$ cat config.mk
export PLATFORM = sky130hd
export DESIGN_NAME = decoder_3to8_hs
export DESIGN_NICKNAME = d
export VERILOG_FILES = /design/src/rtl/decoder_3to8_hs.sv
export SDC_FILE = /design/constraint.sdc
export NUM_CORES = 1
export LEC_CHECK = 0
export BUFFER_PORTS_ARGS = -buffer_cell sky130_fd_sc_hd__buf_4
export CORE_MARGIN = 4
export CORE_UTILIZATION = 40
export CTS_CLUSTER_SIZE = 14
export DETAILED_ROUTE_END_ITERATION = 7
export GPL_TIMING_DRIVEN = 0
export PLACE_DENSITY = 0.65
export SLEW_MARGIN = 20
export SYNTH_ARGS = -nofsm -noshare
export SYNTH_HDL_FRONTEND = slang
export SYNTH_SLANG_ARGS = --single-unit
$ cat constraint.sdc
create_clock -name clk -period 4.25 [get_ports clk]
set_input_delay 0.6375 -clock clk [delete_from_list [all_inputs] [get_ports clk]]
set_output_delay 0.6375 -clock clk [all_outputs]
set_load 0.005 [all_outputs]
$ cat src/rtl/decoder_3to8_hs.sv
// Registered binary-to-one-hot decoder with valid/ready on both sides and a 2-entry skid buffer.
// Optional even-parity input check enabled by defining DEC_PARITY_EN.
module decoder_3to8_hs #(
    parameter int IN_W  = 3,
    parameter int CNT_W = 8
) (
    input  logic                 clk,
    input  logic                 rst,
    input  logic                 En,
    input  logic                 in_valid,
    output logic                 in_ready,
    input  logic [IN_W-1:0]      in_code,
`ifdef DEC_PARITY_EN
    input  logic                 in_par,
    output logic                 par_err,
`endif
    output logic                 out_valid,
    input  logic                 out_ready,
    output logic [2**IN_W-1:0]   out_onehot,
    output logic [IN_W-1:0]      out_code,
    output logic [CNT_W-1:0]     dec_count
);

    localparam int OUT_W = 2**IN_W;

    typedef enum logic [1:0] {
        ST_EMPTY = 2'd0,
        ST_ONE   = 2'd1,
        ST_FULL  = 2'd2
    } state_t;

    state_t             state_q, state_d;
    logic [OUT_W-1:0]   out_onehot_q, out_onehot_d;
    logic [IN_W-1:0]    out_code_q, out_code_d;
    logic [OUT_W-1:0]   skid_onehot_q, skid_onehot_d;
    logic [IN_W-1:0]    skid_code_q, skid_code_d;
    logic [CNT_W-1:0]   dec_count_q, dec_count_d;

    logic               push;
    logic               pop;
    logic               accept;
    logic [OUT_W-1:0]   new_onehot;

    assign in_ready   = En & (state_q != ST_FULL);
    assign out_valid  = (state_q != ST_EMPTY);
    assign push       = in_valid & in_ready;
    assign pop        = out_valid & out_ready;
    assign new_onehot = OUT_W'(1) << in_code;

`ifdef DEC_PARITY_EN
    logic par_err_q, par_err_d;

    // A bad entry still completes the input handshake; it is just not stored.
    assign accept    = push & ~(^{in_code, in_par});
    assign par_err_d = push & (^{in_code, in_par});
    assign par_err   = par_err_q;

    always_ff @(posedge clk or posedge rst) begin
        if (rst) par_err_q <= 1'b0;
        else     par_err_q <= par_err_d;
    end
`else
    assign accept = push;
`endif

    always_comb begin
        state_d       = state_q;
        out_onehot_d  = out_onehot_q;
        out_code_d    = out_code_q;
        skid_onehot_d = skid_onehot_q;
        skid_code_d   = skid_code_q;
        dec_count_d   = dec_count_q + (pop ? CNT_W'(1) : CNT_W'(0));

        unique case (state_q)
            ST_EMPTY: begin
                if (accept) begin
                    state_d      = ST_ONE;
                    out_onehot_d = new_onehot;
                    out_code_d   = in_code;
                end
            end
            ST_ONE: begin
                if (accept && !pop) begin
                    state_d       = ST_FULL;
                    skid_onehot_d = new_onehot;
                    skid_code_d   = in_code;
                end else if (accept && pop) begin
                    out_onehot_d = new_onehot;
                    out_code_d   = in_code;
                end else if (pop) begin
                    state_d      = ST_EMPTY;
                    out_onehot_d = '0;
                    out_code_d   = '0;
                end
            end
            ST_FULL: begin
                if (pop) begin
                    state_d       = ST_ONE;
                    out_onehot_d  = skid_onehot_q;
                    out_code_d    = skid_code_q;
                    skid_onehot_d = '0;
                    skid_code_d   = '0;
                end
            end
            default: begin
                state_d = ST_EMPTY;
            end
        endcase
    end

    always_ff @(posedge clk or posedge rst) begin
        if (rst) begin
            state_q       <= ST_EMPTY;
            out_onehot_q  <= '0;
            out_code_q    <= '0;
            skid_onehot_q <= '0;
            skid_code_q   <= '0;
            dec_count_q   <= '0;
        end else begin
            state_q       <= state_d;
            out_onehot_q  <= out_onehot_d;
            out_code_q    <= out_code_d;
            skid_onehot_q <= skid_onehot_d;
            skid_code_q   <= skid_code_d;
            dec_count_q   <= dec_count_d;
        end
    end

    // Gate with out_valid so no stale one-hot is ever visible.
    assign out_onehot = out_valid ? out_onehot_q : '0;
    assign out_code   = out_valid ? out_code_q : '0;
    assign dec_count  = dec_count_q;

endmodule

==> flow_metrics.env, run 1 <==
export IMPL_status="complete, no violations"
export IMPL_start_kind="flop"
export IMPL_final_common_cell="dfrtp_1"
export IMPL_fp_row_count=23
export IMPL_worstPathMaxFanout=10
export IMPL_finalSetupTns_ns=0
export IMPL_end_kind="output pin"
export IMPL_synth_distinct_cells=39
export IMPL_cap_viol_max_count=0
export IMPL_drt_iter0_drc=76
export IMPL_vias=1330
export IMPL_pin_count=29
export IMPL_grt_max_degree=33
export IMPL_fin_crit_sh=0.579
export IMPL_numPortBuffers=28
export IMPL_synth_compound_area_share=0.141
export IMPL_die_y_um=72.0
export IMPL_reg2reg_to="dec_count[6]"
export IMPL_h_tree_depth=2
export IMPL_drive_gt1_frac=0.254
export IMPL_p_per_area_nw_per_um2=782
export IMPL_synth_top_flop_cell="dfrtp_1"
export IMPL_synthSimpleGateAreaFrac=0.225
export IMPL_clock_skew_ns=0.00748
export IMPL_clk_pin_slew_ns=0.07
export IMPL_overflow=0
export IMPL_syn_cell_area_um2=1640
export IMPL_p_comb_frac=0.463
export IMPL_hold_class="primary input to async pin"
export IMPL_pre_cts_ws_ns=2.07
export IMPL_ys_warn_count=0
export IMPL_finalHoldViolCount=0
export IMPL_final_max_slew_viol_count=0
export IMPL_swShare=0.360
export IMPL_tightest_slew_ns=0.679
export IMPL_grt_util_all_layers=0.152
export IMPL_final_antenna_net_count=0
export IMPL_p_clk_frac=0.201
export IMPL_start_util=0.413
export IMPL_p_leak_uw=0.000953
export IMPL_dp_cells=243
export IMPL_core_um2=3970
export IMPL_synth_edf_count=0
export IMPL_fin_ws_ns=1.79
export IMPL_fill_cells=356
export IMPL_syn_instance_count=165
export IMPL_ys_ff_latch=32
export IMPL_ys_seq_area_frac=0.488
export IMPL_setup_violations=0
export IMPL_rr_startpoint="state_q[0]"
export IMPL_async_reset_ff_frac=1.00
export IMPL_syn_nets=179
export IMPL_postCtsHoldBufs=0
export IMPL_cts_made_buffers=5
export IMPL_final_nets=214
export IMPL_antennaDiodeCount=0
export IMPL_clk_latency_ns=0.29
export IMPL_grt_pass1_vias=1323
export IMPL_wirelength_mm=3.62
export IMPL_post_cts_resized=0
export IMPL_synth_xor_area_frac=0.0320
export IMPL_arrival_ns=1.82
export IMPL_cts_tree="yes"
export IMPL_critical_path_class="flop to output pin"
export IMPL_dieArea_um2=5190
export IMPL_gp_congestion=0.887
export IMPL_pwr_share_seq=0.336
export IMPL_switchingPower_uw=574
export IMPL_antenna_found_initial=0
export IMPL_relSlewSlack=0.547
export IMPL_drc=0
export IMPL_wl_per_cell_um=14.4
export IMPL_critPathRequiredTime_ns=3.61
export IMPL_grt_pass1_wl_mm=6.07
export IMPL_synth_fa_ha_area_frac=0.0458
export IMPL_syn2layout_area_growth_pct=24.3
export IMPL_internal_power_uw=1020
export IMPL_r2r_cells=9
export IMPL_post_cts_buffers=0
export IMPL_fmax_mhz=406
export IMPL_final_cells=251
export IMPL_avgSynthCellArea_um2=9.94
export IMPL_cts_root_buffer="clkbuf_8"
export IMPL_clock_sinks=32
export IMPL_viasPerCell=5.30
export IMPL_period_minus_slack_ns=2.46
export IMPL_r2r_slack_ns=2.17
export IMPL_synth_area_mux_share=0.0145
export IMPL_drtPass1Iterations=4
export IMPL_fp_dieW_um=72.0
export IMPL_clk_path_buf_depth=2
export IMPL_ir_drop_uv=290
export IMPL_layout_common_cells="dfrtp_1 (32), buf_4 (29), nand2_1 (21), nor2_1 (16), nor2b_1 (12)"
export IMPL_rsz0062_at_grt="false"
export IMPL_dp_hpwl_mm=2.64
export IMPL_total_power_uw=1590
export IMPL_synth_top_family_by_area="simple AND/OR/NAND/NOR gates"
## worst max-delay path, cell delays in order (launching register included)
cell and delay, ns:
dfrtp_1 0.40, inv_1 0.12, ha_1 0.35, clkbuf_1 0.40, nor2b_1 0.11, buf_4 0.16
## how the worst max path moves through the flow
stage                from            end  cells past startpoint
2_1_floorplan  state_q[1]   dec_count[6]                      9
3_3_place_gp   state_q[1]  out_onehot[2]                      5
3_5_place_dp   state_q[0]    out_code[0]                      5
4_1_cts        state_q[0]    out_code[0]                      5
5_1_grt        state_q[1]    out_code[0]                      5
6_report       state_q[0]    out_code[0]                      5
## layer usage
metal  vias to the layer above  track usage  wire, um
met3                         5       0.0512       253
li1                        640            -         -
met5                         -            0         0
met2                        47        0.251      1750
met1                       638        0.180      1550
met4                         0       0.0689        62
## final cells by class
class / count / area (um^2) / area share
buffer: 10 / 61.3 / 0.0301
clock buffer: 7 / 96.3 / 0.0472
clock inverter: 1 / 30.0 / 0.0147
inverter: 7 / 26.3 / 0.0129
multi-input combinational: 116 / 752 / 0.369
sequential: 32 / 801 / 0.393
tap: 50 / 62.6 / 0.0307
timing repair buffer: 28 / 210 / 0.103
## metrics by stage
stage	area (um^2)	hold slack, ns	utilization
2_1_floorplan	1640	0.447	-
3_3_place_gp	1910	0.465	0.482
3_5_place_dp	1910	0.466	0.482
4_1_cts	2040	0.472	0.514
5_1_grt	2040	0.511	0.514
6_report	2040	0.454	0.514
## power groups by stage
stage	Sequential (uW)	Combinational, uW	Clock [uW]
after floorplan	521	474	0
after global placement	535	720	0
after detailed placement	542	744	0
after CTS	536	747	329
after global routing	554	823	339
final	536	738	320
## sequential cells by signal, indices dropped and copies added, names as in the netlist
signal         flops
skid_code_q        3
state_q            2
out_code_q         3
dec_count          8
out_onehot_q       8
skid_onehot_q      8
## cell families after synthesis
group                      after synthesis
xor gates and xnor gates                 6
muxes                                    2
buffers and inverters                   17
DFF                                     32
AOI/OAI and AO/OA                       34
adders and majority gates                6
and+or+nand+nor                         68
## synthesized netlist by cell type, types with 2 or more instances
cell type | n | area [um^2]
a21oi_1 | 7 | 35.0
a22o_1 | 3 | 26.3
a22oi_1 | 3 | 22.5
a31oi_1 | 7 | 43.8
a32o_1 | 4 | 40.0
buf_2 | 4 | 20.0
buf_6 | 2 | 22.5
clkbuf_1 | 3 | 11.3
dfrtp_1 | 32 | 801
ha_1 | 6 | 75.1
inv_1 | 6 | 22.5
nand2_1 | 21 | 78.8
nand2b_1 | 2 | 12.5
nand3_1 | 3 | 15.0
nand4_1 | 4 | 25.0
nor2_1 | 16 | 60.1
nor2b_1 | 12 | 75.1
o21ai_0 | 5 | 25.0
xnor2_1 | 4 | 35.0
xor2_1 | 2 | 17.5
Note: power is estimated with default switching activity, not from simulation.
==> run 2, diff against run 1 <==
- PLACE_DENSITY: 0.65 -> 0.68
- clock period: 4.25 -> 2 ns (I/O delays scaled with it)
==> run 2 against run 1 <==
  * Die area unchanged
  * Critical path depth up 1
  * Register-to-register slack worse by 2.0 ns
  * Cell area up 2.4%
  * Via count down 4.0%
  * Clock-buffer cell count unchanged
  * Largest cell class unchanged
  * Largest power group unchanged
==> flow_metrics.env, run 2 (synthesis results as in run 1) <==
export IMPL_overflow=0
export IMPL_clk_latency_ns=0.29
export IMPL_layout_common_cells="dfrtp_1 (32), buf_4 (31), nand2_1 (21), nor2_1 (16), nor2b_1 (12)"
export IMPL_grt_pass1_vias=1233
export IMPL_crit_end="out_onehot_q[1]"
export IMPL_drc=0
export IMPL_cts_root_buffer="clkbuf_8"
export IMPL_drtPass1Iterations=4
export IMPL_antenna_found_initial=0
export IMPL_cap_viol_max_count=0
export IMPL_r2r_cells=6
export IMPL_final_nets=216
export IMPL_rr_startpoint="state_q[0]"
export IMPL_finalHoldViolCount=0
export IMPL_final_max_slew_viol_count=0
export IMPL_status="complete, no violations"
export IMPL_p_leak_uw=0.000963
export IMPL_grt_max_degree=33
export IMPL_cp_top_family="buffers and inverters"
export IMPL_arrival_ns=2.02
export IMPL_pre_cts_ws_ns=-0.105
export IMPL_crit_buf_inv=2
export IMPL_start_kind="flop"
export IMPL_fp_row_count=23
export IMPL_tightest_slew_ns=0.684
export IMPL_wl_per_cell_um=14.1
export IMPL_h_tree_depth=2
export IMPL_gp_congestion=0.773
export IMPL_syn2layout_area_growth_pct=27.3
export IMPL_fin_crit_sh=0.930
export IMPL_relSlewSlack=0.543
export IMPL_die_y_um=72.0
export IMPL_ir_drop_uv=563
export IMPL_setup_violations=0
export IMPL_core_um2=3970
export IMPL_reg2reg_to="out_onehot_q[1]"
export IMPL_cp_slowest_cell="dfrtp_1"
export IMPL_dp_hpwl_mm=2.53
export IMPL_clk_path_buf_depth=2
export IMPL_wl_met2_mm=1.67
export IMPL_end_kind="flop"
export IMPL_viasPerCell=5.05
export IMPL_cts_tree="yes"
export IMPL_fp_dieW_um=72.0
export IMPL_numPortBuffers=28
export IMPL_fill_cells=372
export IMPL_clock_sinks=32
export IMPL_vias=1277
export IMPL_routed_top_layer="met4"
export IMPL_pin_count=29
export IMPL_clk_pin_slew_ns=0.07
export IMPL_grt_pass1_wl_mm=5.89
export IMPL_period_minus_slack_ns=1.86
export IMPL_cpPeakStageDelay_ns=0.39
export IMPL_drt_iter0_drc=62
export IMPL_fmax_mhz=538
export IMPL_multi_input_area_um2=785
export IMPL_cp_depth=6
export IMPL_dieArea_um2=5190
export IMPL_wirelength_mm=3.56
export IMPL_cts_made_buffers=5
export IMPL_drive_gt1_frac=0.286
export IMPL_routedLengthMet1_mm=1.71
export IMPL_critical_path_class="flop to flop"
export IMPL_finalSetupTns_ns=0
export IMPL_seq_area_um2=801
export IMPL_final_antenna_net_count=0
export IMPL_path_cells="buf_4 > ha_1 > nor2_1 > mux2i_2 > buf_2 > a31oi_1"
export IMPL_antennaDiodeCount=0
export IMPL_hold_class="primary input to async pin"
export IMPL_clock_skew_ns=0.00729
export IMPL_r2r_slack_ns=0.14
export IMPL_fin_ws_ns=0.141
export IMPL_final_common_cell="dfrtp_1"
export IMPL_critPathRequiredTime_ns=2.16
export IMPL_wl_met3_um=148
export IMPL_start_util=0.413
export IMPL_cp_startpoint="state_q[0]"
export IMPL_grt_util_all_layers=0.145
export IMPL_worstPathMaxFanout=10
export IMPL_p_per_area_nw_per_um2=1670
==> run 2: stage by stage <==
stage / hold slack, ns / power (uW) / cells / cell area (um^2) / util
4_1_cts: 0.139 / 3430 / 252 / 2050 / 0.517
3_3_place_gp: 0.464 / 2690 / 243 / 1910 / 0.482
3_5_place_dp: 0.452 / 2710 / 243 / 1910 / 0.482
6_report: 0.115 / 3480 / 253 / 2090 / 0.526
5_1_grt: 0.165 / 3750 / 253 / 2090 / 0.526
2_1_floorplan: 0.416 / 2110 / 165 / 1640 / -
==> run 2: repair_timing <==
item / 4_1_cts / 5_1_grt
hold buffers: 0 / 0
setup endpoints to repair: 11 / 3
buffers inserted: 1 / 1
resized for setup: 3 / 4
gates cloned: 0 / 0
hold endpoints to repair: 0 / 0
==> run 2: area by class of cell <==
type                       instances  share of cell area
clock buffer                       7              0.0461
buffer                            10              0.0300
timing repair buffer              30               0.108
tap                               50              0.0300
sequential                        32               0.383
inverter                           7              0.0126
multi-input combinational        116               0.376
clock inverter                     1              0.0144
==> run 2: worst min-delay path by stage <==
| stage | startpoint | endpoint | slack, ns | cells past startpoint |
|---|---|---|---|---|
| 5_1_grt | rst | dec_count[2] | 0.16 | 2 |
| 6_report | rst | dec_count[3] | 0.12 | 2 |
| 3_3_place_gp | dec_count[7] | dec_count[7] | 0.46 | 1 |
| 2_1_floorplan | rst | dec_count[0] | 0.42 | 1 |
| 3_5_place_dp | rst | dec_count[2] | 0.45 | 2 |
| 4_1_cts | rst | dec_count[2] | 0.14 | 2 |
==> run 2: layer usage <==
layer  GRT usage  vias up
met5           0        -
met4      0.0313        0
met3      0.0457        5
met2       0.228       25
met1       0.196      598
li1            -      649
==> run 2: worst reg2reg max path: stages, from the launching register on <==
cell	delay, ns
dfrtp_1	0.39
buf_4	0.14
ha_1	0.27
nor2_1	0.23
mux2i_2	0.33
buf_2	0.27
a31oi_1	0.10
==> run 2: where the power goes <==
group          switching (uW)  leakage (uW)  internal (uW)  total, uW
Combinational             797      0.000495            853       1650
Sequential                189      0.000403            949       1140
Clock                     253     0.0000645            440        692
==> run 3, diff against run 2 <==
- CORE_ASPECT_RATIO: not set -> 0.6
==> run 3 against run 2 <==
  * Fmax shrank 1.0%
  * Power shrank 5.0%
  * Register-to-register slack lost 0.02 ns
  * Non-clock buffer count shrank 1
  * Combinational power is essentially flat
  * Clock skew shrank 0.0043 ns
  * Clock power shrank 26%
  * Sequential cell count is the same
  * Hold slack gained 0.0063 ns
  * Critical path type unchanged
  * Largest power group unchanged
  * Highest routed layer unchanged
==> flow_metrics.env, run 3 (synthesis results as in run 1) <==
export IMPL_grt_pass1_wl_mm=6.20
export IMPL_antennaDiodeCount=0
export IMPL_final_nets=215
export IMPL_r2r_cells=9
export IMPL_critical_path_class="flop to flop"
export IMPL_period_minus_slack_ns=1.88
export IMPL_start_kind="flop"
export IMPL_grt_util_all_layers=0.149
export IMPL_rsz0062_at_grt="false"
export IMPL_rr_startpoint="state_q[0]"
export IMPL_critPathRequiredTime_ns=2.17
export IMPL_tightest_slew_ns=0.669
export IMPL_status="complete, no violations"
export IMPL_r2r_slack_ns=0.12
export IMPL_drt_iter0_drc=77
export IMPL_fp_dieW_um=90.7
export IMPL_gp_congestion=0.809
export IMPL_clk_latency_ns=0.28
export IMPL_arrival_ns=2.05
export IMPL_cts_made_buffers=5
export IMPL_dieArea_um2=5220
export IMPL_reg2reg_to="dec_count[6]"
export IMPL_clk_path_buf_depth=2
export IMPL_die_y_um=57.6
export IMPL_path_cells="inv_1 > ha_4 > nand2b_4 > inv_4 > ha_2 > ha_1 > and3_4 > nand3_1 > xnor2_1"
export IMPL_grt_max_degree=33
export IMPL_clock_sinks=32
export IMPL_hold_class="primary input to async pin"
export IMPL_viasPerCell=5.34
export IMPL_vias=1330
export IMPL_clk_pin_slew_ns=0.07
export IMPL_final_common_cell="dfrtp_1"
export IMPL_antenna_found_initial=0
export IMPL_p_leak_uw=0.000939
export IMPL_postCtsHoldBufs=0
export IMPL_cp_slowest_cell="dfrtp_1"
export IMPL_p_per_area_nw_per_um2=1630
export IMPL_overflow=0
export IMPL_pre_cts_ws_ns=-0.0778
export IMPL_worstPathMaxFanout=9
export IMPL_cts_tree="yes"
export IMPL_fin_ws_ns=0.122
export IMPL_wl_per_cell_um=15.1
export IMPL_relSlewSlack=0.553
export IMPL_final_antenna_net_count=0
export IMPL_fmax_mhz=533
export IMPL_h_tree_depth=2
export IMPL_core_um2=3810
export IMPL_start_util=0.431
export IMPL_drive_gt1_frac=0.272
export IMPL_syn2layout_area_growth_pct=23.8
export IMPL_setup_violations=0
export IMPL_finalHoldViolCount=0
export IMPL_end_kind="flop"
export IMPL_cap_viol_max_count=0
export IMPL_finalSetupTns_ns=0
export IMPL_ir_drop_uv=474
export IMPL_drtPass1Iterations=4
export IMPL_clock_skew_ns=0.00294
export IMPL_wirelength_mm=3.77
export IMPL_drc=0
export IMPL_cts_root_buffer="clkbuf_8"
export IMPL_cpPeakStageDelay_ns=0.39
export IMPL_numPortBuffers=28
export IMPL_final_max_slew_viol_count=0
export IMPL_fin_crit_sh=0.939
export IMPL_dp_hpwl_mm=2.78
export IMPL_grt_pass1_vias=1304
export IMPL_fp_row_count=17
export IMPL_layout_common_cells="dfrtp_1 (32), buf_4 (30), nand2_1 (21), nor2_1 (16), nor2b_1 (12)"
export IMPL_pin_count=29
[run 3: cell count changes in the layout (fill, tap and decap cells not counted)]
cell	change
inv_4	+1
ha_1	+1
ha_4	-1
clkbuf_8	-1
inv_1	-1
buf_4	-1
bufinv_16	-1
clkbuf_1	+2
[run 3: final cells by class]
cell class	instances	area [um^2]
clock buffer	8	90.1
multi-input combinational	116	772
tap	47	58.8
sequential	32	801
inverter	7	28.8
buffer	10	62.6
fill	345	1780
timing repair buffer	29	218
[run 3: stage by stage]
step | hold WS (ns) | cells | total power, uW | utilization | cell area (um^2)
floorplan | 0.416 | 165 | 2110 | - | 1640
global placement | 0.461 | 240 | 2670 | 0.501 | 1910
detailed placement | 0.451 | 240 | 2740 | 0.501 | 1910
CTS | 0.145 | 248 | 3270 | 0.526 | 2000
global route | 0.197 | 249 | 3560 | 0.533 | 2030
finish | 0.122 | 249 | 3310 | 0.533 | 2030
[run 3: timing repair]
item,CTS,global route
setup endpoints to repair,12,5
cloned,0,0
resized for setup,2,5
buffers inserted,0,1
hold endpoints to repair,0,0
[run 3: critical path: cells and delay by family, from the launching register on]
family | cells | cell delay, ns
fa+ha+maj | 3 | 0.59
simple gates | 3 | 0.46
flops | 1 | 0.39
buf+inv | 2 | 0.21
xor+xnor | 1 | 0.13
[run 3: how the worst max path moves through the flow]
stage | start | endpoint | slack [ns]
after detailed placement | state_q[1] | dec_count[6] | -0.08
after floorplan | state_q[1] | dec_count[6] | 0.18
after global routing | state_q[0] | out_onehot_q[1] | 0.004
after CTS | state_q[1] | dec_count[6] | 0.005
final | state_q[0] | dec_count[6] | 0.12
after global placement | state_q[0] | dec_count[6] | -0.03
[run 3: layer usage]
layer / share of wire / up-vias / global-route usage
met5: 0 / - / 0
met3: 0.081 / 2 / 0.0435
li1: - / 641 / -
met1: 0.48 / 645 / 0.213
met2: 0.43 / 42 / 0.222
met4: 0.0048 / 0 / 0.0392
[run 3: power breakdown]
group	total, uW	internal [uW]	switching (uW)
Clock	515	281	235
Combinational	1630	831	801
Sequential	1160	950	210
Total	3310	2060	1250
